### src/rtl/mem_arb_defs.sv
// Shared definitions for the memory arbiter: FSM state encoding and default
// geometry/latency parameters.
package mem_arb_defs;

  localparam int DEF_AW      = 16;
  localparam int DEF_DW      = 16;
  localparam int DEF_LAT     = 4;
  localparam int DEF_MAXSKIP = 2;

  typedef enum logic [1:0] {
    ST_IDLE    = 2'd0,
    ST_IF_BUSY = 2'd1,
    ST_DM_BUSY = 2'd2,
    ST_ERR     = 2'd3
  } arb_state_t;

endpackage

### src/rtl/lat_counter.sv
// Down-counter that times one fixed-latency memory access: load LAT, count
// down to zero, report zero.
module lat_counter #(
  parameter int LAT = 4,
  parameter int CW  = $clog2(LAT + 1)
) (
  input  logic clk,
  input  logic rst_n,
  input  logic load,
  input  logic dec,
  output logic zero
);

  logic [CW-1:0] cnt_q;
  logic [CW-1:0] cnt_d;

  always_comb begin
    cnt_d = cnt_q;
    if (load) begin
      cnt_d = CW'(LAT);
    end else if (dec && (cnt_q != '0)) begin
      cnt_d = cnt_q - CW'(1);
    end
  end

  always_ff @(posedge clk or negedge rst_n) begin
    if (!rst_n) begin
      cnt_q <= '0;
    end else begin
      cnt_q <= cnt_d;
    end
  end

  assign zero = (cnt_q == '0);

endmodule

### src/rtl/mem_arbiter.sv
// Arbitrates a single-ported fixed-latency memory between instruction fetch
// and data access: data first, with a skip counter that guarantees fetch progress.
module mem_arbiter
  import mem_arb_defs::*;
#(
  parameter int AW      = DEF_AW,
  parameter int DW      = DEF_DW,
  parameter int LAT     = DEF_LAT,
  parameter int MAXSKIP = DEF_MAXSKIP
) (
  input  logic          clk,
  input  logic          rst_n,
  input  logic          if_req,
  input  logic [AW-1:0] if_addr,
  output logic          if_done,
  output logic [DW-1:0] if_rdata,
  input  logic          dm_req,
  input  logic          dm_wr,
  input  logic [AW-1:0] dm_addr,
  input  logic [DW-1:0] dm_wdata,
  output logic          dm_done,
  output logic [DW-1:0] dm_rdata,
  input  logic          halt,
  output logic          mem_en,
  output logic          mem_wr,
  output logic [AW-1:0] mem_addr,
  output logic [DW-1:0] mem_wdata,
  input  logic [DW-1:0] mem_rdata,
  output logic          idle,
  output logic          err
);

  // Handshake: a requester raises req and holds it (with stable address/data)
  // until its done pulses for exactly one cycle; requests are sampled only in
  // IDLE, so a request seen during BUSY simply waits for the next IDLE cycle.

  localparam int SW = $clog2(MAXSKIP + 2);

  arb_state_t    state_q, state_d;
  logic [SW-1:0] skip_q, skip_d;
  logic          err_q, err_d;
  logic          if_err_done_q, if_err_done_d;
  logic          dm_err_done_q, dm_err_done_d;
  logic          mem_en_q, mem_en_d;
  logic          mem_wr_q, mem_wr_d;
  logic [AW-1:0] mem_addr_q, mem_addr_d;
  logic [DW-1:0] mem_wdata_q, mem_wdata_d;

  logic          cnt_load;
  logic          cnt_dec;
  logic          cnt_zero;
  logic          busy;
  logic          dm_wins;
  logic          if_wins;
  logic [SW-1:0] skip_on_dm;
  logic          if_finish;
  logic          dm_finish;

  lat_counter #(.LAT(LAT)) u_lat_counter (
    .clk   (clk),
    .rst_n (rst_n),
    .load  (cnt_load),
    .dec   (cnt_dec),
    .zero  (cnt_zero)
  );

  // Data wins unless fetch has already been passed over MAXSKIP times in a row.
  assign dm_wins = dm_req && (!if_req || halt || (skip_q < SW'(MAXSKIP)));
  assign if_wins = !dm_wins && if_req && !halt;

  // A data grant only counts as a skip when fetch was actually eligible.
  assign skip_on_dm = (if_req && !halt && (skip_q != SW'(MAXSKIP)))
                      ? skip_q + SW'(1) : skip_q;

  assign busy    = (state_q == ST_IF_BUSY) || (state_q == ST_DM_BUSY);
  assign cnt_dec = busy && !cnt_zero;

  always_comb begin
    state_d       = state_q;
    skip_d        = skip_q;
    err_d         = err_q;
    if_err_done_d = 1'b0;
    dm_err_done_d = 1'b0;
    mem_en_d      = 1'b0;
    mem_wr_d      = 1'b0;
    mem_addr_d    = '0;
    mem_wdata_d   = '0;
    cnt_load      = 1'b0;

    case (state_q)
      ST_IDLE: begin
        if (dm_wins) begin
          skip_d = skip_on_dm;
          if (dm_addr[0]) begin
            state_d       = ST_ERR;
            err_d         = 1'b1;
            dm_err_done_d = 1'b1;
          end else begin
            state_d     = ST_DM_BUSY;
            mem_en_d    = 1'b1;
            mem_wr_d    = dm_wr;
            mem_addr_d  = dm_addr;
            mem_wdata_d = dm_wr ? dm_wdata : '0;
            cnt_load    = 1'b1;
          end
        end else if (if_wins) begin
          skip_d = '0;
          if (if_addr[0]) begin
            state_d       = ST_ERR;
            err_d         = 1'b1;
            if_err_done_d = 1'b1;
          end else begin
            state_d    = ST_IF_BUSY;
            mem_en_d   = 1'b1;
            mem_addr_d = if_addr;
            cnt_load   = 1'b1;
          end
        end
      end
      ST_IF_BUSY, ST_DM_BUSY: begin
        if (cnt_zero) begin
          state_d = ST_IDLE;
        end
      end
      ST_ERR: begin
        state_d = ST_ERR;
      end
      default: begin
        state_d = ST_IDLE;
      end
    endcase
  end

  always_ff @(posedge clk or negedge rst_n) begin
    if (!rst_n) begin
      state_q       <= ST_IDLE;
      skip_q        <= '0;
      err_q         <= 1'b0;
      if_err_done_q <= 1'b0;
      dm_err_done_q <= 1'b0;
      mem_en_q      <= 1'b0;
      mem_wr_q      <= 1'b0;
      mem_addr_q    <= '0;
      mem_wdata_q   <= '0;
    end else begin
      state_q       <= state_d;
      skip_q        <= skip_d;
      err_q         <= err_d;
      if_err_done_q <= if_err_done_d;
      dm_err_done_q <= dm_err_done_d;
      mem_en_q      <= mem_en_d;
      mem_wr_q      <= mem_wr_d;
      mem_addr_q    <= mem_addr_d;
      mem_wdata_q   <= mem_wdata_d;
    end
  end

  // The counter reaches zero in the same cycle the memory presents read data.
  assign if_finish = (state_q == ST_IF_BUSY) && cnt_zero;
  assign dm_finish = (state_q == ST_DM_BUSY) && cnt_zero;

  assign if_done   = if_finish || if_err_done_q;
  assign dm_done   = dm_finish || dm_err_done_q;
  assign if_rdata  = if_finish ? mem_rdata : '0;
  assign dm_rdata  = dm_finish ? mem_rdata : '0;

  assign mem_en    = mem_en_q;
  assign mem_wr    = mem_wr_q;
  assign mem_addr  = mem_addr_q;
  assign mem_wdata = mem_wdata_q;

  assign err  = err_q;
  assign idle = (state_q == ST_IDLE) && !err_q;

endmodule

### config.mk
export PLATFORM = sky130hd
export DESIGN_NAME = mem_arbiter
export DESIGN_NICKNAME = d
export VERILOG_FILES = /design/src/rtl/mem_arb_defs.sv /design/src/rtl/lat_counter.sv /design/src/rtl/mem_arbiter.sv
export SDC_FILE = /design/constraint.sdc
export NUM_CORES = 1
export LEC_CHECK = 0
export BUFFER_PORTS_ARGS = -buffer_cell sky130_fd_sc_hd__buf_2
export CORE_ASPECT_RATIO = 0.5
export CORE_MARGIN = 2
export CORE_UTILIZATION = 40
export DETAILED_ROUTE_END_ITERATION = 6
export HOLD_SLACK_MARGIN = 0.03
export MAX_ROUTING_LAYER = met4
export PLACE_DENSITY = 0.78
export SYNTH_ARGS = -nofsm -noshare
export SYNTH_HDL_FRONTEND = slang
export SYNTH_SLANG_ARGS = --single-unit
### constraint.sdc
create_clock -name clk -period 3.7 [get_ports clk]
set_clock_uncertainty 0.2 [all_clocks]
set_input_delay 0.37 -clock clk [delete_from_list [all_inputs] [get_ports clk]]
set_output_delay 0.37 -clock clk [all_outputs]
set_load 0.05 [all_outputs]
==> flow_summary.yaml <==
die:
  die_width_microns: 104.8
  core_sq_mm: 0.004910
  dieArea_sq_mm: 0.005697
  fp.dieH_microns: 54.38
  io_pins: 140
  fp-row-count: 18
  initial_core_util_pct: 41.36
synthesis:
  yosys_warnings: 0
  ys_async_sr_fraction_pct: 100.0
  synth_nets: 252
  synth_cell_type_count: 38
  avgSynthCellArea_sq_um: 11.60
  synthCells: 175
  synth_top_cell_area_share_pct: 52.99
  ys_ff_latch: 43
  synth-edff-count: 0
  synthTopCellsByArea: "dfrtp_1 (53%), and3_1 (15%), a22o_1 (6.5%)"
  synth_top_area_cell: "dfrtp_1"
  synthesis.area_sq_mm: 0.002031
  synth_ff_type: "dfrtp_1"
  ys_seq_area_share_pct: 52.99
critical_path:
  critical_path.top_delay_family: "buffers and inverters"
  crit_arrival_ns: 1.85
  critPathKind: "reg2out"
  max_stage_delay_ns: 0.36
  cpMaxStageDelayCell: "dfrtp_1"
  crit_chain: "inv_1 -> ha_1 -> nor2b_1 -> buf_4 -> and3_1 -> buf_2"
  cp-end-kind: "output port"
  cp_num_buf_inv: 3
  rr_worst_depth: 5
  worst-path-stages: 6
  crit_required_ns: 3.13
  cp_max_fo: 34
  r2r_setup_slack_ns: 1.52
  start_kind: "register"
placed_design:
  port_buffers: 138
  dp_hpwl_microns: 3857
  pre_cts_ws_ns: 1.533
  place.gp.congestion: 0.8173
  placedCellCount: 370
power_and_ir_drop:
  seq_power_share_pct: 52.2
  swShare_pct: 20.43
  clkPwrFrac_pct: 41.5
  p_comb_share_pct: 6.3
  p_int_uw: 715.4
  ir_drop_v: 0.0002143
  p_leak_uw: 0.001928
  p_sw_uw: 183.7
  p_per_area_mw_per_mm2: 317.0
global_routing:
  grt_max_degree: 44
  grt_overflow_total: 0
  grt_pass1_vias: 1604
  grt_use_total_pct: 18.06
  grt_pass1_wl_microns: 7617
  antenna_found_initial: 0
cells_and_area:
  final_core_util_pct: 57.77
  diodes: 0
  layout-drive-gt1-share_pct: 50.32
  area_growth_pct: 39.68
  nFillCells: 440
  nets: 384
  final_cells: 378
clock_tree:
  clkTransAtPathRegs_ns: 0.08
  post_cts_buffers: 0
  cts_tree: "done"
  cts_resized: 0
  cts.path.max_buffers: 2
  clk-insertion-delay-late_ns: 0.29
  cts_buffers: 5
  cts_root_buf: "clkbuf_8"
  cts_hold_buf: 0
  cts_num_sinks: 43
  cts_max_level: 2
timing:
  rsz0062_at_grt: "false"
  tns_ns: 0
  fin_crit_ns: 2.416
  postLayoutSetupSlackWorst_ns: 1.284
  slew-limit-headroom_pct: 38.10
  tightest_slew_ns: 0.9285
  drv_slew: 0
  hold_viol: 0
  fin_crit_sh_pct: 65.31
  setup_viol: 0
  max_freq_ghz: 0.4138
routing:
  ant_nets: 0
  route.vias.total: 1804
  wirelength_microns: 5166
  drt_pass1_iterations: 4
  dr.first_iter.drc_count: 89
  via_per_inst: 4.772
  detail_route.wl_per_cell_microns: 13.67
  drc: 0
run:
  maxCapViolCount: 0
worst_hold_path:
  hp-class: "in2async"
run_status:
  status: "finished clean"
[cell type report]
| cell class | count | area [sq um] | share of cell area [%] |
|---|---|---|---|
| Tap cell | 70 | 87.58 | 3.088 |
| Sequential cell | 43 | 1076 | 37.94 |
| Inverter | 9 | 33.78 | 1.191 |
| Multi-Input combinational cell | 109 | 823.3 | 29.03 |
| Clock buffer | 6 | 82.58 | 2.911 |
| Clock inverter | 2 | 35.03 | 1.235 |
| Timing Repair Buffer | 139 | 698.2 | 24.61 |
[per-stage QoR]
step           hold WS (ns)  power [uW]  area (sq um)
2_1_floorplan       -0.1256       486.9          2031
3_3_place_gp         0.2802       532.7          2719
3_5_place_dp         0.2894       535.4          2719
4_1_cts             0.04417       908.3          2836
5_1_grt             0.08178       936.7          2836
6_report            0.01273       899.0          2836
[cell families after synthesis]
logic type                 count (synthesis)  share of synthesized area [%]
DFF                                       43                          52.99
AOI/OAI and AO/OA                         32                          13.56
and+or+nand+nor                           69                          22.49
adders and majority gates                  7                          4.313
other                                      1                         0.1847
buffers and inverters                     23                          6.469
[per-layer routing]
layer	wire, microns	share of wire, %	track usage [%]	vias up
li1	-	-	-	894
met1	2084	40	19.24	840
met2	2733	53	34.85	63
met3	296	5.7	4.286	7
met5	0	0	-	-
met4	51	0.99	5.778	0
[worst register-to-register path: cells and delay by family, from the launching register on]
family	cells	cell delay, ns
buffers and inverters	1	0.10
AND/OR/NAND/NOR	2	0.81
flip-flops	1	0.42
AO/OA/AOI/OAI	1	0.24
adder cells (fa/ha/maj)	1	0.35
[Yosys cell counts, types with 2 or more instances]
cell and number:
a21o_1 3, a21oi_1 2, a22o_1 15, and2_1 2
and3_1 48, buf_4 2, buf_6 5, clkbuf_1 6
dfrtp_1 43, ha_1 7, inv_1 9, nand2_1 3
nand2b_1 2, nand3_1 2, nor2b_1 2, or3_1 2
[power by group through the flow]
stage | Sequential (uW) | Combinational, uW | Clock, uW
after floorplan | 479 | 7.88 | 0
after global placement | 479 | 53.8 | 0
after detailed placement | 479 | 56.5 | 0
after CTS | 469 | 57.1 | 382
after global routing | 469 | 62.9 | 404
final | 469 | 56.2 | 373
[state kept, by name, indices dropped and copies added, names as in the netlist]
register / flops
dm_err_done_q: 1
err: 1
if_err_done_q: 1
mem_addr: 15
mem_en: 1
mem_wdata: 16
mem_wr: 1
skip_q: 2
state_q: 2
u_lat_counter.cnt_q: 3
[layout by cell type, fill, tap and decap left out, types with 2 or more instances in the layout]
cell type  synthesis  routed
buf_2              0     138
a21oi_1            2       2
inv_1              9       9
a22o_1            15      15
or3_1              2       2
and3_1            48      48
clkbuf_8           0       6
and2_1             2       2
a21o_1             3       3
dfrtp_1           43      43
nand3_1            2       2
nand2_1            3       3
ha_1               7       7
nand2b_1           2       2
nor2b_1            2       2
[final timing paths]
path	to	from
max	dm_rdata[13]	u_lat_counter.cnt_q[0]$_DFFE_PN0P_
min	mem_addr[1]$_DFF_PN0_	rst_n
max reg2reg	mem_addr[9]$_DFF_PN0_	state_q[0]$_DFFE_PN0P_
min reg2reg	err$_DFFE_PN0P_	err$_DFFE_PN0P_
max in group asynchronous	mem_wdata[10]$_DFF_PN0_	rst_n
min in group clk	mem_addr[12]$_DFF_PN0_	if_addr[12]
(Power assumes the default switching activity.)
